File: src/rtl/mem_stage.sv
// Memory stage: direct (LD/ST) and indirect (LDI/STI) data accesses with a
// bounded ack wait, register-file writeback and condition codes.
module mem_stage #(
  parameter int unsigned TIMEOUT = 255
) (
  input  logic        clk,
  input  logic        rst_n,
  input  logic        req_valid,
  output logic        req_ready,
  input  logic [2:0]  req_op,
  input  logic [15:0] req_addr,
  input  logic [15:0] req_wdata,
  input  logic [2:0]  req_dr,
  output logic        mem_req,
  output logic        mem_we,
  output logic [15:0] mem_addr,
  output logic [15:0] mem_wdata,
  input  logic [15:0] mem_rdata,
  input  logic        mem_ack,
  output logic        wb_valid,
  output logic [2:0]  wb_dr,
  output logic [15:0] wb_data,
  output logic [2:0]  wb_nzp,
  output logic        done,
  output logic        err
);

  typedef enum logic [1:0] {StIdle, StPtr, StAcc, StWb} state_e;

  // Abort on the edge that would complete the TIMEOUT-th unacknowledged cycle.
  localparam logic [7:0] CntLast = 8'(TIMEOUT - 1);

  state_e      state_q, state_d;
  logic        st_q;
  logic [15:0] addr_q;
  logic [15:0] wdata_q;
  logic [2:0]  dr_q;
  logic [7:0]  cnt_q;
  logic [15:0] wb_data_q;
  logic [2:0]  wb_nzp_q;
  logic        err_q;
  logic        err_set;

  always_comb begin
    state_d   = state_q;
    req_ready = 1'b0;
    mem_req   = 1'b0;
    mem_we    = 1'b0;
    mem_addr  = 16'h0000;
    mem_wdata = 16'h0000;
    done      = 1'b0;
    wb_valid  = 1'b0;
    err_set   = 1'b0;
    unique case (state_q)
      StIdle: begin
        req_ready = 1'b1;
        if (req_valid) begin
          if (req_op[2])      err_set = 1'b1;
          else if (req_op[1]) state_d = StPtr;
          else                state_d = StAcc;
        end
      end
      StPtr: begin
        mem_req  = 1'b1;
        mem_addr = addr_q;
        if (mem_ack) begin
          state_d = StAcc;
        end else if (cnt_q == CntLast) begin
          state_d = StIdle;
          err_set = 1'b1;
        end
      end
      StAcc: begin
        mem_req   = 1'b1;
        mem_addr  = addr_q;
        mem_we    = st_q;
        mem_wdata = st_q ? wdata_q : 16'h0000;
        if (mem_ack) begin
          state_d = StWb;
        end else if (cnt_q == CntLast) begin
          state_d = StIdle;
          err_set = 1'b1;
        end
      end
      StWb: begin
        done     = 1'b1;
        wb_valid = ~st_q;
        state_d  = StIdle;
      end
      default: state_d = StIdle;
    endcase
  end

  always_ff @(posedge clk or negedge rst_n) begin
    if (!rst_n) state_q <= StIdle;
    else        state_q <= state_d;
  end

  always_ff @(posedge clk or negedge rst_n) begin
    if (!rst_n) begin
      st_q      <= 1'b0;
      addr_q    <= 16'h0000;
      wdata_q   <= 16'h0000;
      dr_q      <= 3'b000;
      cnt_q     <= 8'h00;
      wb_data_q <= 16'h0000;
      wb_nzp_q  <= 3'b000;
      err_q     <= 1'b0;
    end else begin
      err_q <= err_set;
      if (req_valid && req_ready) begin
        st_q    <= req_op[0];
        addr_q  <= req_addr;
        wdata_q <= req_wdata;
        dr_q    <= req_dr;
      end
      // Indirect ops: the pointer read replaces the effective address.
      if (state_q == StPtr && mem_ack) addr_q <= mem_rdata;
      if (state_q == StAcc && mem_ack && !st_q) begin
        wb_data_q <= mem_rdata;
        wb_nzp_q  <= {mem_rdata[15], mem_rdata == 16'h0000,
                      !mem_rdata[15] && mem_rdata != 16'h0000};
      end
      if (state_d != state_q)                        cnt_q <= 8'h00;
      else if (state_q == StPtr || state_q == StAcc) cnt_q <= cnt_q + 8'h01;
    end
  end

  assign wb_dr   = dr_q;
  assign wb_data = wb_data_q;
  assign wb_nzp  = wb_nzp_q;
  assign err     = err_q;

endmodule

File: config.mk
export PLATFORM = sky130hd
export DESIGN_NAME = mem_stage
export DESIGN_NICKNAME = d
export VERILOG_FILES = /design/src/rtl/mem_stage.sv
export SDC_FILE = /design/constraint.sdc
export NUM_CORES = 1
export LEC_CHECK = 0
export BUFFER_PORTS_ARGS = -buffer_cell sky130_fd_sc_hd__buf_2
export CAP_MARGIN = 20
export CORE_ASPECT_RATIO = 1.1
export CORE_MARGIN = 3
export CORE_UTILIZATION = 51
export CTS_BUF_LIST = sky130_fd_sc_hd__clkbuf_2 sky130_fd_sc_hd__clkbuf_4 sky130_fd_sc_hd__clkbuf_8
export DETAILED_ROUTE_END_ITERATION = 10
export GPL_TIMING_DRIVEN = 0
export PLACE_DENSITY = 0.85
export SYNTH_ARGS = -nofsm -noshare
export SYNTH_HDL_FRONTEND = slang
export SYNTH_SLANG_ARGS = --single-unit
File: constraint.sdc
create_clock -name clk -period 2.1 [get_ports clk]
set_input_delay 0.42 -clock clk [delete_from_list [all_inputs] [get_ports clk]]
set_output_delay 0.42 -clock clk [all_outputs]
set_load 0.01 [all_outputs]
==> results_dict.tcl <==
set metrics [dict create \
    overflow 0 \
    initial_core_util 0.539 \
    fin_crit_sh 0.951 \
    critPathRequiredTime_ps 1680 \
    drtIter0Drc 115 \
    place_ws_ps 46.2 \
    final_cell_area_mm2 0.00415 \
    wl_um 8020 \
    tightest_slew_ps 806 \
    coreArea_mm2 0.00591 \
    synth_edf_count 0 \
    ir_worst_vdd_v 0.00103 \
    fin_util 0.701 \
    io_buffers 117 \
    drv_cap 0 \
    worst_setup_path_end_kind "output pin" \
    critPathMaxFanout 10 \
    syn_area_per_cell_um2 11.5 \
    synth-seq-cells 65 \
    instances_no_fill 487 \
    drv_slew 0 \
    first_pass_iters 4 \
    cp-start-kind "flip-flop" \
    yosys_warnings 0 \
    rows 29 \
    whs_ps 155 \
    dpl-instance-area_mm2 0.00387 \
    fill_cells 445 \
    viasPerCell 5.42 \
    finClkSkew_ps 8.94 \
    clock_sinks 65 \
    holdCritPathClass "input pin to async pin" \
    crit_arrival_ps 1580 \
    synth_area_mm2 0.00319 \
    h-tree-depth 3 \
    syn_nets 340 \
    antenna_found_initial 0 \
    finalPower_mw 6.06 \
    worstSkewPairLatency_ps 340 \
    ys.flop_type "dfrtp_1" \
    critical_path_class "flip-flop to output pin" \
    root_buffer "clkbuf_8" \
    place_inst 470 \
    finalSetupTns_ps 0 \
    detail_route.wl_per_cell_um 16.5 \
    outcome "completed" \
    io_pins 118 \
    grt_max_degree 66 \
    power_density_mw_per_mm2 1460 \
    drtAntennaViolNets 0 \
    rsz0062_at_grt "no" \
    hpwl_um 6000 \
    grt_usage 0.229 \
    drive_gt1_frac 0.493 \
    max_stage_delay_ps 420 \
    grt_pass1_vias 2608 \
    chipWidth_um 81.4 \
    startpoint "state_q[0]" \
    netlist_instances 276 \
    clock_path_buffers 2 \
    cts_made_buffers 9 \
    seq_area_frac_synth 0.510 \
    fp.dieH_um 88.9 \
    leakage_nw 2.12 \
    dieArea_mm2 0.00723 \
    synth_cell_types 40 \
    nets 469 \
    cpMaxStageDelayCell "dfrtp_2" \
    async_flop_share 1.00 \
    globalplace.congestion 0.813 \
    syn_to_final_growth_pct 30.1 \
    r2r_start "state_q[1]" \
    diodes 0 \
    setup_viol 0 \
    cts_tree "done" \
    clkTransAtPathRegs_ps 80 \
    grt_pass1_wl_um 12400 \
    setup_slack_ps 102 \
    vias 2639 \
    final.min_clock_period_ps 2000 \
    hold_viol_final 0 \
    drc 0 \
    worstPathCellList "inv_2 -> ha_4 -> buf_4 -> and2_1 -> buf_2" \
    max_freq_mhz 501 \
    slew_headroom 0.463 \
]
worst paths after layout:
kind / depth (start not counted) / endpoint / slack (ps)
hold reg to reg: 1 / wb_dr[0] / 500
setup / recovery: 5 / mem_addr[6] / 100
min in group clk: 2 / wb_dr[0] / 310
max in group asynchronous: 1 / state_q[1] / 1370
hold / removal: 1 / wdata_q[9] / 150
setup reg to reg: 6 / addr_q[11] / 260
final cells by class:
class,count,area [µm²],share of cell area
buffer,16,98.8,0.0238
inverter,5,18.8,0.00453
timing repair buffer,119,603,0.145
clock buffer,10,138,0.0332
tap,77,96.3,0.0232
multi-input combinational,189,1470,0.355
sequential,65,1630,0.393
clock inverter,6,90.1,0.0217
timing repair:
action                     CTS  global route
setup endpoints to repair   33            27
buffers inserted             2             0
pin swaps                    0             1
hold buffers                 0             0
resized for setup           11             6
power breakdown:
part / internal, mW / switching (mW)
clock: 0.705 / 0.499
combinational: 1.34 / 1.40
sequential: 1.82 / 0.289
cell usage in the layout, fill, tap and decap left out, types with 7 or more instances in the layout:
master	n
and3_1	10
clkbuf_8	10
mux2_2	36
buf_4	8
dfrtp_1	63
and2_1	18
mux2i_1	16
nor3_1	8
buf_2	119
and3_2	7
o21ai_0	21
nand2_1	20
synthesized netlist by cell type, types with 4 or more instances:
cell type / number / area (µm²)
dfrtp_1: 65 / 1630
mux2_2: 36 / 405
o21ai_0: 21 / 105
nand2_1: 20 / 75.1
and2_1: 18 / 113
mux2i_1: 16 / 160
and3_1: 10 / 62.6
clkbuf_1: 8 / 30.0
nor3_1: 8 / 40.0
and3_2: 7 / 52.6
ha_1: 6 / 75.1
buf_4: 5 / 37.5
inv_1: 5 / 18.8
nand4_1: 5 / 31.3
nor2_1: 5 / 18.8
xor2_1: 5 / 43.8
a21oi_1: 4 / 20.0
nor4_1: 4 / 25.0
critical path, delay by kind of cell, from the launching register on:
kind | cells | cell delay (ps)
adders and majority gates | 1 | 240
buffers and inverters | 3 | 410
DFF | 1 | 420
and+or+nand+nor | 1 | 170
cells by family after synthesis:
group           after synthesis  share of synthesized area
xor+xnor                      7                     0.0192
flops                        65                      0.510
fa+ha+maj                     6                     0.0236
simple gates                 90                      0.160
compound gates               34                     0.0738
mux                          52                      0.177
buf+inv                      22                     0.0353
registers in the layout, indices dropped and copies added, names as in the netlist:
name     count
err          1
st_q         1
addr_q      16
wb_dr        3
state_q      2
wb_nzp       2
cnt_q        8
wb_data     16
wdata_q     16
routing by layer:
layer | GRT usage | up-vias | wire length, µm
met5 | 0 | - | 0
met4 | 0.112 | 0 | 271
met3 | 0.0595 | 22 | 425
met2 | 0.388 | 92 | 4260
met1 | 0.270 | 1290 | 3060
li1 | - | 1235 | -
Power figures use the tool's default switching activity.
